[config.mk]
export PLATFORM = sky130hd
export DESIGN_NAME = hilo_div_unit
export DESIGN_NICKNAME = d
export VERILOG_FILES = /design/src/rtl/hilo_div_unit.sv
export SDC_FILE = /design/constraint.sdc
export NUM_CORES = 1
export LEC_CHECK = 0
export BUFFER_PORTS_ARGS = -buffer_cell sky130_fd_sc_hd__buf_2
export CORE_MARGIN = 2
export CORE_UTILIZATION = 30
export CTS_CLUSTER_DIAMETER = 60
export DETAILED_ROUTE_END_ITERATION = 8
export GPL_TIMING_DRIVEN = 0
export MAX_ROUTING_LAYER = met4
export PLACE_DENSITY = 0.42
export SLEW_MARGIN = 40
export SYNTH_ARGS = -nofsm -noshare
export SYNTH_HDL_FRONTEND = slang
export SYNTH_SLANG_ARGS = --single-unit
[constraint.sdc]
create_clock -name clk -period 10 [get_ports clk]
set_input_delay 1 -clock clk [delete_from_list [all_inputs] [get_ports clk]]
set_output_delay 1 -clock clk [all_outputs]
set_load 0.03 [all_outputs]
[src/rtl/hilo_div_unit.sv]
// ============================================================================
// Module  : hilo_div_unit
// Purpose : Architectural HI/LO pair with MTHI/MTLO writes and an iterative
//           radix-2 restoring DIV/DIVU that stalls the pipeline while busy.
// Rev     : 1.0  initial release
// ============================================================================
`default_nettype none

module hilo_div_unit #(
    parameter int WIDTH     = 32,
    parameter int DIV0_FAST = 1
) (
    input  logic             clk,
    input  logic             rst,
    input  logic             valid,
    input  logic [2:0]       hilo_op,
    input  logic [WIDTH-1:0] src_a,
    input  logic [WIDTH-1:0] src_b,
    input  logic             flush,
    output logic             stall_req,
    output logic [WIDTH-1:0] hi_out,
    output logic [WIDTH-1:0] lo_out
);

    localparam int         CW      = (WIDTH > 1) ? $clog2(WIDTH) : 1;
    localparam logic [2:0] OP_MTHI = 3'b001;
    localparam logic [2:0] OP_MTLO = 3'b010;
    localparam logic [2:0] OP_DIV  = 3'b011;
    localparam logic [2:0] OP_DIVU = 3'b100;
    localparam logic [CW-1:0] LAST = CW'(WIDTH - 1);

    typedef enum logic [1:0] {
        IDLE = 2'd0,
        CALC = 2'd1,
        DONE = 2'd2
    } state_t;

    state_t           state;
    logic [WIDTH-1:0] hi;
    logic [WIDTH-1:0] lo;
    logic [CW-1:0]    cnt;
    logic [WIDTH:0]   rem;
    logic [WIDTH-1:0] quot;
    logic [WIDTH-1:0] divisor;
    logic             neg_q;
    logic             neg_r;

    logic             is_div;
    logic             is_divide;
    logic [WIDTH-1:0] abs_a;
    logic [WIDTH-1:0] abs_b;
    logic [WIDTH:0]   shifted;
    logic [WIDTH:0]   trial;
    logic [WIDTH:0]   rem_nxt;
    logic [WIDTH-1:0] quot_nxt;

    assign is_div    = (hilo_op == OP_DIV);
    assign is_divide = (hilo_op == OP_DIV) || (hilo_op == OP_DIVU);
    assign abs_a     = src_a[WIDTH-1] ? -src_a : src_a;
    assign abs_b     = src_b[WIDTH-1] ? -src_b : src_b;

    // One restoring step: bring in the next dividend bit, keep the difference on no borrow.
    always_comb begin
        shifted  = {rem[WIDTH-1:0], quot[WIDTH-1]};
        trial    = shifted - {1'b0, divisor};
        rem_nxt  = shifted;
        quot_nxt = {quot[WIDTH-2:0], 1'b0};
        if (!trial[WIDTH]) begin
            rem_nxt  = trial;
            quot_nxt = {quot[WIDTH-2:0], 1'b1};
        end
    end

    always_comb begin
        stall_req = 1'b0;
        case (state)
            IDLE:    stall_req = valid && !flush && is_divide;
            CALC:    stall_req = !flush;
            default: stall_req = 1'b0;
        endcase
    end

    always_ff @(posedge clk) begin
        if (!rst) begin
            state   <= IDLE;
            hi      <= '0;
            lo      <= '0;
            cnt     <= '0;
            rem     <= '0;
            quot    <= '0;
            divisor <= '0;
            neg_q   <= 1'b0;
            neg_r   <= 1'b0;
        end else if (flush) begin
            state <= IDLE;
        end else begin
            case (state)
                IDLE: begin
                    cnt <= '0;
                    if (valid) begin
                        case (hilo_op)
                            OP_MTHI: hi <= src_a;
                            OP_MTLO: lo <= src_a;
                            OP_DIV, OP_DIVU: begin
                                rem     <= '0;
                                quot    <= is_div ? abs_a : src_a;
                                divisor <= is_div ? abs_b : src_b;
                                neg_q   <= is_div && (src_a[WIDTH-1] ^ src_b[WIDTH-1]);
                                neg_r   <= is_div && src_a[WIDTH-1];
                                if ((DIV0_FAST != 0) && (src_b == '0)) begin
                                    lo    <= '1;
                                    hi    <= src_a;
                                    state <= DONE;
                                end else begin
                                    state <= CALC;
                                end
                            end
                            default: ;
                        endcase
                    end
                end
                CALC: begin
                    rem  <= rem_nxt;
                    quot <= quot_nxt;
                    cnt  <= cnt + 1'b1;
                    if (cnt == LAST) begin
                        hi    <= neg_r ? -rem_nxt[WIDTH-1:0] : rem_nxt[WIDTH-1:0];
                        lo    <= neg_q ? -quot_nxt : quot_nxt;
                        state <= DONE;
                    end
                end
                DONE:    state <= IDLE;
                default: state <= IDLE;
            endcase
        end
    end

    assign hi_out = hi;
    assign lo_out = lo;

endmodule

`default_nettype wire

* Yosys cells after proc, flatten, opt, wreduce, memory -nomap -nowiden *
Index checks and enable logic that the tools add are counted.

cells by class
  add/subtract/negate cells = 6
  equal/unequal tests = 12
  multiplexer cells = 31
  bitwise operators = 3
  reductions and logical operators = 17

operators with widths
  kind                                            count
  two-way mux 32 bit                              17
  one-hot mux 32 bit (2 select lines)             6
  negation 32 bit                                 4
  subtractor 33 x 32 -> 33 bit                    1
  zero test 32 bit                                1
  AND reduction 6 bit                             2
  one-hot mux 5 bit (2 select lines)              1
  two-way mux 2 bit                               4
  AND reduction 4 bit                             2
  == test 3 x 2 -> 1 bit (second input constant)  2
  != test 3 x 1 -> 1 bit (second input constant)  2
  adder 5 x 1 -> 5 bit (second input constant)    1
  == test 5 bit (second input constant)           1
  logical AND 1 bit                               4
  != test 2 bit (second input constant)           2
  one-hot mux 2 bit (2 select lines)              1
  OR reduction 2 bit                              2
  == test 3 x 1 -> 1 bit (second input constant)  1
  == test 3 bit (second input constant)           1
  != test 3 bit (second input constant)           1
  AND reduction 3 bit                             1
  == test 2 x 1 -> 1 bit (second input constant)  1
  zero test 2 bit                                 1
  != test 2 x 1 -> 1 bit (second input constant)  1
  other kinds (8)                                 9

storage, ports and cells
  flip-flop bits (word level) = 169
  output and inout port bits = 65
  word-level logic and storage cells = 78

* Longest topological paths before layout *
  word-level depth = 6
  gate-level depth with buffers = 24
  mapped depth without buffers = 22

* Worst setup path before layout *
OpenSTA, ideal clock, no wires.

  path kind = reg-to-reg
  start point = register quot[31]
  end point = register hi[22], in the netlist hi_out[22]
  library setup time = 0.070 ns
  arrival = 4.160 ns
  slack = 5.769 ns
  stages on the path, launching flop included = 20
  buffers on the path = 1
  clock period less this slack = 4.231 ns
  path through = dfxtp_1 > inv_1 > ha_1 > inv_1 > fa_1 > a211oi_2 > o211ai_1 > o211ai_1 > a21oi_2 > o21a_2 > nor2_8 > buf_1 > mux2i_1 > ha_1 > nand4_1 > o31ai_2 > and3_1 > nand3_1 > a2111o_1 > a21oi_1

between the ends
  word-level cells in the longest chain between the ends = 6

RTL lines
  element                                RTL line  source
  from (decl)                            43        logic [WIDTH-1:0] quot;
  from (signal assigned)                 106       quot <= is_div ? abs_a : src_a;
  from (signal assigned)                 124       quot <= quot_nxt;
  subtractor 33 x 32 -> 33 bit           65        trial = shifted - {1'b0, divisor};
  two-way mux 32 bit *                   68        if (!trial[WIDTH]) begin
  negation 32 bit                        127       hi <= neg_r ? -rem_nxt[WIDTH-1:0] : rem_nxt[WIDTH-1:0];
  two-way mux 32 bit *                   127
  two-way mux 32 bit *                   126       if (cnt == LAST) begin
  one-hot mux 32 bit (2 select lines) *  97        case (state)
  to (signal assigned)                   102       OP_MTHI: hi <= src_a;
  to (signal assigned)                   112       hi <= src_a;
  to (signal assigned)                   127
  to (decl)                              39        logic [WIDTH-1:0] hi;

Every way passes the cells marked *; elsewhere a longest branch is shown, timed or not. The select of a mux whose other input is x is not followed.
A chain may end at the register's enable or synchronous reset.

* Worst setup path after layout *
  start point = register quot[31]
  end point = register lo[28], in the netlist lo_out[28]

between the ends
  word-level cells in the longest chain between the ends = 6

RTL lines
  element                              RTL line  source
  subtractor 33 x 32 -> 33 bit         65
  two-way mux 1 bit                    68
  negation 32 bit                      128       lo <= neg_q ? -quot_nxt : quot_nxt;
  two-way mux 32 bit                   128
  two-way mux 32 bit                   126
  one-hot mux 32 bit (2 select lines)  97
  to (signal assigned)                 103       OP_MTLO: lo <= src_a;
  to (signal assigned)                 128
  to (decl)                            40        logic [WIDTH-1:0] lo;

No other way between the ends. The select of a mux whose other input is x is not followed.

==> impl_metrics.csv <==
group,metric,value,unit
run_status,status,"completed",
floorplan,io_pins,136,
cells_and_area,final_nets,1910,
timing,fmax,172,MHz
drt,num_vias,13100,
synth,async_flop_share,0,%
clocking,cts_resized,0,
grt,grt_pass1_vias,12400,
drt,wl_per_cell,22.8,um
cells_and_area,drive_above_1_share,14.2,%
cells_and_area,final_cell_mix,"253 x nor2_1, 169 x dfxtp_1, 159 x buf_2, 143 x nand2_1, 143 x a21oi_1",
floorplan,die_y,206,um
place,dp_hpwl,42.2,mm
grt,grt_pass1_wl,79.1,mm
worst_setup_path,cp_max_fo,10,
clocking,clock_tree.root_cell,"clkbuf_16",
power_and_ir_drop,finalPower,2.10,mW
min_path,min-delay-start,"divisor[18]",
synth,yosys_register_bits,169,
min_path,hp-class,"register to register",
timing,hold_viol,0,
floorplan,initial_core_util,30.2,%
worst_setup_path,crit_start,"quot[31]",
worst_setup_path,arrival,6.19,ns
synth,yosys_warnings,0,
cells_and_area,instances_no_fill,2346,
timing,clock_skew,0.0149,ns
cells_and_area,stdcell_area,14200,um^2
cells_and_area,flow.area_growth_from_synthesis,15.8,%
clocking,cts_hold_buf,0,
cells_and_area,fin_util,35.0,%
grt,grtUsageTotal,25.9,%
timing,period_share,58.3,%
timing,rsz0062_at_grt,"false",
worst_setup_path,critical_path_required,10.36,ns
synth,yosysSeqAreaShare,27.6,%
worst_setup_path,critPathKind,"register to register",
place,dp.cells,2312,
place,portBuffers,133,
drt,drt_iter0_drc,1129,
drt,route.detailed.drc,0,
clocking,cts_setup_buffers,0,
timing,slew_headroom,42.2,%
timing,final.min_clock_period,5.83,ns
timing,setup_tns,0,ns
clocking,clk_path_buf_depth,2,
timing,finalSetupViolCount,0,
drt,dr.pass1.iters,5,
clocking,tritoncts,"done",
flow_run,cap_violations,0,
synth,netlist_instances,1647,
floorplan,core-area,40600,um^2
synth,syn_avg_cell_area,7.44,um^2
floorplan,num_rows,74,
drt,routed_wl,53.4,mm
clocking,htree_levels,4,
clocking,clock_sinks,169,
drt,viasPerCell,5.58,
power_and_ir_drop,power.static_leakage,5.49,nW
synth,synth-edff-count,0,
grt,grt_max_degree,17,
cells_and_area,fillCellCount,4437,
clocking,clk_pin_slew_worst_paths,0.07,ns
power_and_ir_drop,power_density,148,nW/um^2
place,dpl_cell_area,13600,um^2
grt,overflow,0,
floorplan,die_area,42500,um^2
synth,netlist_area,12200,um^2
floorplan,die_x,206,um
synth,ys_types,94,
drt,ant_nets,0,
clocking,worstSkewPairLatency,0.47,ns
worst_setup_path,startpoint_type,"register",
synth,ys.flop_type,"dfxtp_1",
place,place_congestion,0.902,
cells_and_area,final_common_cell,"nor2_1",
timing,slew_viol_final,0,
power_and_ir_drop,ir_worst_vdd,0.131,mV
worst_setup_path,rr_startpoint,"quot[31]",
synth,synth_fp_nets,1757,
clocking,numCtsBuffers,17,
timing,tightest_slew,0.865,ns
grt,grt_antenna_before_repair,1,
worst_setup_path,cp-end-kind,"register",
==> logic make-up (layout without fill, tap and decap cells) <==
kind of cell,Yosys count,count (layout),share of synthesized area [%]
xor+xnor,134,134,9.58
fa+ha+maj,39,39,4.05
compound gates,534,534,29.4
mux,24,24,1.98
other cells,0,1,0
buf+inv,167,333,5.62
simple gates,580,580,21.8
flops,169,169,27.6
==> flip-flops by register name (all words and copies together) (netlist names) <==
register,count
divisor,32
hi_out,32
lo_out,32
quot,32
rem,32
cnt,5
state,2
neg_q,1
neg_r,1
==> stage by stage <==
step / hold slack [ns] / worst slack [ns]
2_1_floorplan: 0.432 / 5.77
3_3_place_gp: 0.446 / 4.24
3_5_place_dp: 0.446 / 4.25
4_1_cts: 0.455 / 4.25
5_1_grt: 0.489 / 3.87
6_report: 0.454 / 4.17
==> Yosys cell counts (4+ instances only) <==
library cell	instances	area, um^2
buf_4	5	37.5
o21a_1	6	45.0
nor2_1	254	953
o221a_2	8	90.1
xnor2_1	61	534
o21ai_0	83	415
buf_2	26	130
a41oi_1	4	35.0
or4_1	11	82.6
nand2_1	143	537
inv_1	56	210
nor3_1	32	160
xor2_1	73	639
o41ai_1	12	105
a21o_1	12	90.1
a21oi_2	7	61.3
a21boi_0	10	75.1
nand3_1	28	140
nand2b_1	11	68.8
o21ai_1	11	55.1
a211oi_1	58	435
o211ai_1	36	270
nor4_1	15	93.8
nor3b_1	4	30.0
ha_1	38	475
nor2b_1	7	43.8
and2_1	6	37.5
a311oi_1	8	70.1
a22oi_1	4	30.0
or2_2	6	37.5
or3_1	16	100
clkbuf_1	72	270
mux2i_1	22	220
dfxtp_1	169	3380
a21oi_1	143	716
o31ai_1	27	203
nand4_1	19	119
and3_1	9	56.3
o21bai_1	4	30.0
buf_1	5	18.8
a31oi_1	51	319
==> critical path, cell delays in order (launching register included) <==
cell	delay, ns
dfxtp_1	0.40
inv_1	0.10
ha_1	0.16
inv_1	0.06
fa_1	0.45
a211oi_2	0.27
o211ai_1	0.17
o211ai_1	0.27
a21oi_2	0.15
nor3_2	0.33
nor2_8	0.11
inv_4	0.15
buf_2	0.35
buf_1	0.68
ha_1	0.31
nand2b_1	0.14
nand2b_1	0.28
nand2b_1	0.38
o41ai_1	0.45
xor2_1	0.19
a21oi_1	0.08
o221a_1	0.22
==> metal layers <==
metal	routed length (um)	global-route usage [%]	vias to the layer above	part of all wire, %
li1	-	-	6285	-
met1	26100	37.0	6300	49
met2	22700	37.1	436	42
met3	3350	3.99	65	6.3
met4	1260	7.98	0	2.4
met5	0	-	-	0
==> worst paths after layout <==
check | to | slack [ns] | cells past startpoint
hold / removal | divisor[18] | 0.45 | 2
setup reg to reg | lo_out[28] | 4.17 | 21
hold reg to reg | divisor[18] | 0.45 | 2
setup / recovery | lo_out[28] | 4.17 | 21
==> report_power, final <==
| part | total (mW) | switching [mW] | internal, mW |
|---|---|---|---|
| Combinational | 0.706 | 0.485 | 0.221 |
| Clock | 0.682 | 0.323 | 0.359 |
| Sequential | 0.716 | 0.0214 | 0.695 |
| Total | 2.10 | 0.829 | 1.27 |
==> cell type report <==
type	count	area, um^2	share of cell area (%)
buffer	109	472	3.33
timing repair buffer	134	677	4.77
antenna	1	2.50	0.0176
tap	532	666	4.69
clock buffer	20	457	3.22
sequential	169	3380	23.9
inverter	58	220	1.55
clock inverter	12	115	0.811
multi-input combinational	1311	8190	57.8
No activity file was read; power rests on OpenSTA's default activity.
